===== src/rtl/axi_lite_core_ctrl.sv =====
`default_nettype none
// ==========================================================================================
// axi_lite_core_ctrl: AXI4-Lite control slave (run FSM, instr loader); option CORE_CTRL_IRQ_EN
// Rev 1.0
// ==========================================================================================
module axi_lite_core_ctrl #(
  parameter int C_S00_AXI_DATA_WIDTH = 32,
  parameter int C_S00_AXI_ADDR_WIDTH = 5,
  parameter int NUM_CYCLE_BIT        = 32,
  parameter int IMEM_ADDR_WIDTH      = 10
) (
  input  logic                              s00_axi_aclk,
  input  logic                              s00_axi_aresetn,
  input  logic [C_S00_AXI_ADDR_WIDTH-1:0]   s00_axi_awaddr,
  input  logic [2:0]                        s00_axi_awprot,
  input  logic                              s00_axi_awvalid,
  output logic                              s00_axi_awready,
  input  logic [C_S00_AXI_DATA_WIDTH-1:0]   s00_axi_wdata,
  input  logic [C_S00_AXI_DATA_WIDTH/8-1:0] s00_axi_wstrb,
  input  logic                              s00_axi_wvalid,
  output logic                              s00_axi_wready,
  output logic [1:0]                        s00_axi_bresp,
  output logic                              s00_axi_bvalid,
  input  logic                              s00_axi_bready,
  input  logic [C_S00_AXI_ADDR_WIDTH-1:0]   s00_axi_araddr,
  input  logic [2:0]                        s00_axi_arprot,
  input  logic                              s00_axi_arvalid,
  output logic                              s00_axi_arready,
  output logic [C_S00_AXI_DATA_WIDTH-1:0]   s00_axi_rdata,
  output logic [1:0]                        s00_axi_rresp,
  output logic                              s00_axi_rvalid,
  input  logic                              s00_axi_rready,
  output logic                              o_running,
  output logic                              o_done,
  output logic                              o_mem_reset_n,
  output logic                              o_instr_wr,
  output logic [IMEM_ADDR_WIDTH-1:0]        o_instr_addr,
  output logic [31:0]                       o_instr_data,
  output logic                              o_irq
);

  localparam logic [2:0] REG_CTRL   = 3'd0;
  localparam logic [2:0] REG_STATUS = 3'd1;
  localparam logic [2:0] REG_NUM    = 3'd2;
  localparam logic [2:0] REG_CNT    = 3'd3;
  localparam logic [2:0] REG_IADDR  = 3'd4;
  localparam logic [2:0] REG_IDATA  = 3'd5;
  localparam logic [2:0] REG_IRQ    = 3'd6;
  localparam logic [1:0] RESP_OKAY   = 2'b00;
  localparam logic [1:0] RESP_SLVERR = 2'b10;
  localparam logic [NUM_CYCLE_BIT-1:0] CNT_MAX = '1;

  typedef enum logic [1:0] {
    ST_IDLE    = 2'd0,
    ST_RUNNING = 2'd1,
    ST_DONE    = 2'd2
  } state_t;

  function automatic logic [31:0] merge_strb(input logic [31:0] old_val,
                                             input logic [31:0] new_val,
                                             input logic [3:0]  strb);
    logic [31:0] res;
    for (int b = 0; b < 4; b++) begin
      res[b*8 +: 8] = strb[b] ? new_val[b*8 +: 8] : old_val[b*8 +: 8];
    end
    return res;
  endfunction

  logic clk;
  logic rst_n;
  assign clk   = s00_axi_aclk;
  assign rst_n = s00_axi_aresetn;

  state_t                     state;
  state_t                     state_next;
  logic [NUM_CYCLE_BIT-1:0]   num_cycle;
  logic [NUM_CYCLE_BIT-1:0]   run_len;
  logic [NUM_CYCLE_BIT-1:0]   cycle_cnt;
  logic [IMEM_ADDR_WIDTH-1:0] imem_ptr;
  logic                       mem_rst;
  logic                       done_sticky;
  logic                       aborted_sticky;
  logic [31:0]                rd_mux;

  logic       wr_en;
  logic       rd_en;
  logic [2:0] wr_idx;
  logic [2:0] rd_idx;
  logic       ctrl_wr;
  logic       run_req;
  logic       abort_req;
  logic       imem_sel;
  logic       imem_reject;
  logic       imem_load;

  assign wr_en  = s00_axi_awready & s00_axi_awvalid & s00_axi_wready & s00_axi_wvalid;
  assign rd_en  = s00_axi_arready & s00_axi_arvalid;
  assign wr_idx = s00_axi_awaddr[4:2];
  assign rd_idx = s00_axi_araddr[4:2];

  assign ctrl_wr     = wr_en && (wr_idx == REG_CTRL) && s00_axi_wstrb[0];
  assign run_req     = ctrl_wr && s00_axi_wdata[0];
  assign abort_req   = ctrl_wr && s00_axi_wdata[2];
  assign imem_sel    = wr_en && (wr_idx == REG_IDATA);
  assign imem_reject = imem_sel && ((s00_axi_wstrb != 4'hF) || (state == ST_RUNNING));
  assign imem_load   = imem_sel && !imem_reject;

  // Write channel: ready pulses once per accepted beat, response holds until bready.
  always_ff @(posedge clk or negedge rst_n) begin
    if (!rst_n) begin
      s00_axi_awready <= 1'b0;
      s00_axi_wready  <= 1'b0;
      s00_axi_bvalid  <= 1'b0;
      s00_axi_bresp   <= RESP_OKAY;
    end else begin
      s00_axi_awready <= s00_axi_awvalid && s00_axi_wvalid && !s00_axi_bvalid && !s00_axi_awready;
      s00_axi_wready  <= s00_axi_awvalid && s00_axi_wvalid && !s00_axi_bvalid && !s00_axi_awready;
      if (wr_en) begin
        s00_axi_bvalid <= 1'b1;
        s00_axi_bresp  <= imem_reject ? RESP_SLVERR : RESP_OKAY;
      end else if (s00_axi_bvalid && s00_axi_bready) begin
        s00_axi_bvalid <= 1'b0;
      end
    end
  end

  always_ff @(posedge clk or negedge rst_n) begin
    if (!rst_n) begin
      s00_axi_arready <= 1'b0;
      s00_axi_rvalid  <= 1'b0;
      s00_axi_rdata   <= '0;
    end else begin
      s00_axi_arready <= s00_axi_arvalid && !s00_axi_rvalid && !s00_axi_arready;
      if (rd_en) begin
        s00_axi_rvalid <= 1'b1;
        s00_axi_rdata  <= rd_mux;
      end else if (s00_axi_rvalid && s00_axi_rready) begin
        s00_axi_rvalid <= 1'b0;
      end
    end
  end

  assign s00_axi_rresp = RESP_OKAY;

  always_ff @(posedge clk or negedge rst_n) begin
    if (!rst_n) begin
      state <= ST_IDLE;
    end else begin
      state <= state_next;
    end
  end

  always_comb begin
    state_next = state;
    case (state)
      ST_IDLE: begin
        if (run_req) begin
          state_next = (num_cycle == '0) ? ST_DONE : ST_RUNNING;
        end
      end
      ST_RUNNING: begin
        if (abort_req) begin
          state_next = ST_IDLE;
        end else if (cycle_cnt == run_len - NUM_CYCLE_BIT'(1)) begin
          state_next = ST_DONE;
        end
      end
      ST_DONE:  state_next = ST_IDLE;
      default:  state_next = ST_IDLE;
    endcase
  end

  // The abort cycle still counts, so CYCLE_CNT equals the cycles o_running was high.
  always_ff @(posedge clk or negedge rst_n) begin
    if (!rst_n) begin
      run_len        <= '0;
      cycle_cnt      <= '0;
      done_sticky    <= 1'b0;
      aborted_sticky <= 1'b0;
    end else begin
      case (state)
        ST_IDLE: begin
          if (run_req) begin
            run_len        <= num_cycle;
            cycle_cnt      <= '0;
            done_sticky    <= 1'b0;
            aborted_sticky <= 1'b0;
          end
        end
        ST_RUNNING: begin
          if (cycle_cnt != CNT_MAX) begin
            cycle_cnt <= cycle_cnt + NUM_CYCLE_BIT'(1);
          end
          if (abort_req) begin
            aborted_sticky <= 1'b1;
          end
        end
        ST_DONE: done_sticky <= 1'b1;
        default: ;
      endcase
    end
  end

  always_ff @(posedge clk or negedge rst_n) begin
    if (!rst_n) begin
      mem_rst      <= 1'b0;
      num_cycle    <= '0;
      imem_ptr     <= '0;
      o_instr_wr   <= 1'b0;
      o_instr_addr <= '0;
      o_instr_data <= '0;
    end else begin
      o_instr_wr <= imem_load;
      if (imem_load) begin
        o_instr_addr <= imem_ptr;
        o_instr_data <= s00_axi_wdata;
        imem_ptr     <= imem_ptr + IMEM_ADDR_WIDTH'(1);
      end
      if (ctrl_wr) begin
        mem_rst <= s00_axi_wdata[1];
      end
      if (wr_en && (wr_idx == REG_NUM)) begin
        num_cycle <= NUM_CYCLE_BIT'(merge_strb(32'(num_cycle), s00_axi_wdata, s00_axi_wstrb));
      end
      if (wr_en && (wr_idx == REG_IADDR)) begin
        imem_ptr <= IMEM_ADDR_WIDTH'(merge_strb(32'(imem_ptr), s00_axi_wdata, s00_axi_wstrb));
      end
    end
  end

`ifdef CORE_CTRL_IRQ_EN
  logic irq_pending;
  logic irq_enable;

  // The DONE-cycle set is placed last so it overrides a coincident W1C.
  always_ff @(posedge clk or negedge rst_n) begin
    if (!rst_n) begin
      irq_pending <= 1'b0;
      irq_enable  <= 1'b0;
    end else begin
      if (wr_en && (wr_idx == REG_IRQ) && s00_axi_wstrb[0]) begin
        irq_enable <= s00_axi_wdata[1];
        if (s00_axi_wdata[0]) begin
          irq_pending <= 1'b0;
        end
      end
      if (state == ST_DONE) begin
        irq_pending <= 1'b1;
      end
    end
  end

  assign o_irq = irq_pending & irq_enable;
`else
  assign o_irq = 1'b0;
`endif

  always_comb begin
    rd_mux = '0;
    case (rd_idx)
      REG_CTRL:   rd_mux[1] = mem_rst;
      REG_STATUS: rd_mux[3:0] = {aborted_sticky, done_sticky,
                                 state == ST_RUNNING, state == ST_IDLE};
      REG_NUM:    rd_mux = 32'(num_cycle);
      REG_CNT:    rd_mux = 32'(cycle_cnt);
      REG_IADDR:  rd_mux = 32'(imem_ptr);
`ifdef CORE_CTRL_IRQ_EN
      REG_IRQ:    rd_mux[1:0] = {irq_enable, irq_pending};
`else
      REG_IRQ:    rd_mux = '0;
`endif
      default:    rd_mux = '0;
    endcase
  end

  assign o_running     = (state == ST_RUNNING);
  assign o_done        = (state == ST_DONE);
  assign o_mem_reset_n = ~mem_rst;

  logic unused_sigs;
  assign unused_sigs = &{1'b0, s00_axi_awprot, s00_axi_arprot,
                         s00_axi_awaddr[1:0], s00_axi_araddr[1:0]};

endmodule
`default_nettype wire


===== config.mk =====
export PLATFORM = sky130hd
export DESIGN_NAME = axi_lite_core_ctrl
export DESIGN_NICKNAME = d
export VERILOG_FILES = /design/src/rtl/axi_lite_core_ctrl.sv
export SDC_FILE = /design/constraint.sdc
export NUM_CORES = 1
export LEC_CHECK = 0
export CAP_MARGIN = 20
export CORE_MARGIN = 4
export CORE_UTILIZATION = 40
export DETAILED_ROUTE_END_ITERATION = 8
export PLACE_DENSITY = 0.62
export SYNTH_ARGS = -nofsm -noshare
export SYNTH_HDL_FRONTEND = slang
export SYNTH_SLANG_ARGS = --single-unit
export TNS_END_PERCENT = 5

===== constraint.sdc =====
create_clock -name s00_axi_aclk -period 7.8 [get_ports s00_axi_aclk]
set_input_delay 0.78 -clock s00_axi_aclk [delete_from_list [all_inputs] [get_ports s00_axi_aclk]]
set_output_delay 0.78 -clock s00_axi_aclk [all_outputs]
set_load 0.01 [all_outputs]

==> results.yml <==
placement:
  place.gp.congestion: 0.883
  dpl.hpwl_um: 18400
  dp.cells: 1349
  portBuffers: 132
  placement.cell_area_um2: 11000
  pre_cts_ws_ps: 2970
synth:
  syn_avg_cell_area_um2: 9.99
  ys_seq_elements: 191
  synthCells: 943
  synth_cell_types: 57
  syn_area_um2: 9420
  ys_seq_area_share_pct: 50.7
  synth_top_flop_cell: "dfrtp_1"
  synth_warnings: 0
  async_flop_share_pct: 100
  synth_edf_count: 0
timing:
  max_freq_ghz: 0.227
  hold_viol: 0
  skew_ps: 15.7
  relSlewSlack_pct: 31.1
  fin_setup_tns_ps: 0
  rsz0062_at_grt: "no"
  period_needed_ps: 4410
  worst_pin_slew_ps: 1030
  setup_viol: 0
  fin_crit_sh_pct: 56.6
  finalWorstSetupSlack_ps: 3390
  slew_viol_final: 0
clock_tree:
  post_cts_buffers: 0
  post_cts_resized: 0
  h-tree-depth: 4
  clockBufferDepth: 2
  insertion_delay_ps: 440
  cts_num_sinks: 191
  cts_buffers: 17
  cts_tree: "done"
  clock-root-buffer: "clkbuf_16"
  holdBufCountCts: 0
  clkSlewWorstSetupHoldPaths_ps: 80
floorplan:
  io_pins: 147
  core_region_area_um2: 22900
  die_h_um: 161
  die_area_um2: 26100
  start_util_pct: 41.1
  fp.dieW_um: 161
  rows: 55
power_and_ir_drop:
  vdd_drop_max_v: 0.000139
  p_leak_nw: 5.36
  p_per_area_nw_per_um2: 181
finish:
  postLayoutCellArea_um2: 11600
  layoutNonFillerInstCount: 1382
  nets: 1118
  n_antenna_cell: 0
  drive_above_1_share_pct: 12.3
  area_delta_synth_final_pct: 23.4
  utilization_pct: 50.7
routing:
  finalWirelength_um: 25400
  drt-initial-drc-count: 573
  drc: 0
  wire_per_inst_um: 18.4
  num_vias: 7420
  drt-pass1-iter-count: 5
  ant_nets: 0
  viasPerCell: 5.37
worst_setup_path:
  r2r_slack_ps: 3800
  critPathKind: "input port to flip-flop"
  crit_arrival_ps: 4700
  crit_path_max_fanout: 68
  worstSetupEndpointType: "flip-flop"
  critPathLaunchType: "input port"
  worstPathRequired_ps: 8090
  r2r_cells: 9
  reg2reg_from: "s00_axi_wready$_DFF_PN0_"
  r2r_end: "cycle_cnt[15]$_DFFE_PN0P_"
global_route:
  antenna_found_initial: 0
  grt_max_degree: 110
  grt_pass1_wl_um: 41400
  overflow: 0
  grt_use_total_pct: 19.9
  grt_pass1_vias: 7332
hold_path:
  hold_path.class: "input port to asynchronous set/reset pin"
flow_run:
  drv_cap: 0
status:
  run_status: "completed"
==> area by class of cell <==
type,instances,area (µm²)
clock inverter,14,164
inverter,18,67.6
timing repair buffer,141,1410
clock buffer,18,439
multi-input combinational,687,4380
fill,2106,11300
sequential,191,4780
tap,313,392
==> sequential cells by signal (all words and copies together), names as in the netlist, 2 cells and up <==
register and flops:
s00_axi_rdata 32, cycle_cnt 32, o_instr_addr 10, run_len 32, imem_ptr 10, num_cycle 32, state 2, o_instr_data 32
==> metrics by stage <==
step	hold WS (ps)	total power [mW]
after floorplan	450	1.14
after global placement	455	1.24
after detailed placement	450	1.24
after CTS	464	2.12
after global routing	487	2.19
final	441	2.10
==> worst max-delay path, stage by stage <==
cell,delay [ps]
clkdlybuf4s50_1,490
nand3_1,160
nor4b_1,760
and3_2,300
buf_4,550
a21oi_1,300
nor3_2,890
nand3_1,190
xor2_1,200
nor2_1,50
==> cell usage after synthesis, types with 4 or more instances <==
cell | instances | area [µm²]
and4_1 | 4 | 35.0
dfrtp_1 | 191 | 4780
clkbuf_1 | 37 | 139
and3_1 | 12 | 75.1
nor4_1 | 16 | 100
nand2_1 | 165 | 619
or3_1 | 8 | 50.1
a31oi_1 | 4 | 25.0
buf_4 | 5 | 37.5
a22oi_1 | 5 | 37.5
mux2_2 | 79 | 890
a21oi_1 | 26 | 130
nand3_1 | 27 | 135
o22ai_1 | 6 | 37.5
and2_1 | 6 | 37.5
buf_1 | 4 | 15.0
or4_1 | 6 | 45.0
nand2b_1 | 5 | 31.3
nor2_1 | 74 | 278
o21ai_0 | 53 | 265
nor2b_1 | 7 | 43.8
nor3_1 | 18 | 90.1
inv_1 | 17 | 63.8
xnor2_1 | 26 | 228
mux2i_1 | 34 | 340
nand4_1 | 21 | 131
xor2_1 | 43 | 377
==> report_power, final <==
group	internal [mW]	switching, mW	total, mW
registers	1.02	0.0364	1.05
clock network	0.441	0.438	0.880
logic	0.0824	0.0886	0.171
==> how the worst max path moves through the flow <==
stage	startpoint	end	slack (ps)	cells after the start
5_1_grt	s00_axi_wstrb[0]	cycle_cnt[15]$_DFFE_PN0P_	3080	10
4_1_cts	s00_axi_wvalid	cycle_cnt[15]$_DFFE_PN0P_	3410	10
2_1_floorplan	run_len[3]$_DFFE_PN0P_	state[0]$_DFFE_PN0P_	4730	10
3_3_place_gp	s00_axi_wvalid	cycle_cnt[31]$_DFFE_PN0P_	3070	10
6_report	s00_axi_wvalid	cycle_cnt[15]$_DFFE_PN0P_	3390	10
3_5_place_dp	s00_axi_wvalid	cycle_cnt[25]$_DFFE_PN0P_	2970	10
==> layout by cell type (no fill, tap or decap), types with 21 or more instances in the layout <==
cell / synthesis / routed
o21ai_0: 53 / 53
nand3_1: 27 / 27
a21oi_1: 26 / 26
xor2_1: 43 / 43
mux2i_1: 34 / 34
mux2_2: 79 / 79
nand4_1: 21 / 21
nor2_1: 74 / 74
nand2_1: 165 / 165
dfrtp_1: 191 / 191
xnor2_1: 26 / 26
clkdlybuf4s50_1: 0 / 130
==> cell families after synthesis <==
kind of cell | count (synthesis) | share of synthesized area, %
other cells | 1 | 0.0398
simple gates | 382 | 19.0
compound gates | 116 | 7.30
mux | 113 | 13.1
xor+xnor | 69 | 6.41
flops | 191 | 50.7
fa+ha+maj | 3 | 0.398
buf+inv | 68 | 3.09
==> metal layers <==
| metal | part of all wire (%) | GRT usage, % |
|---|---|---|
| met5 | 0 | 0 |
| met4 | 0.96 | 3.96 |
| met3 | 6.4 | 5.03 |
| met2 | 44 | 29.1 |
| met1 | 49 | 30.0 |
Power figures use the tool's default switching activity.
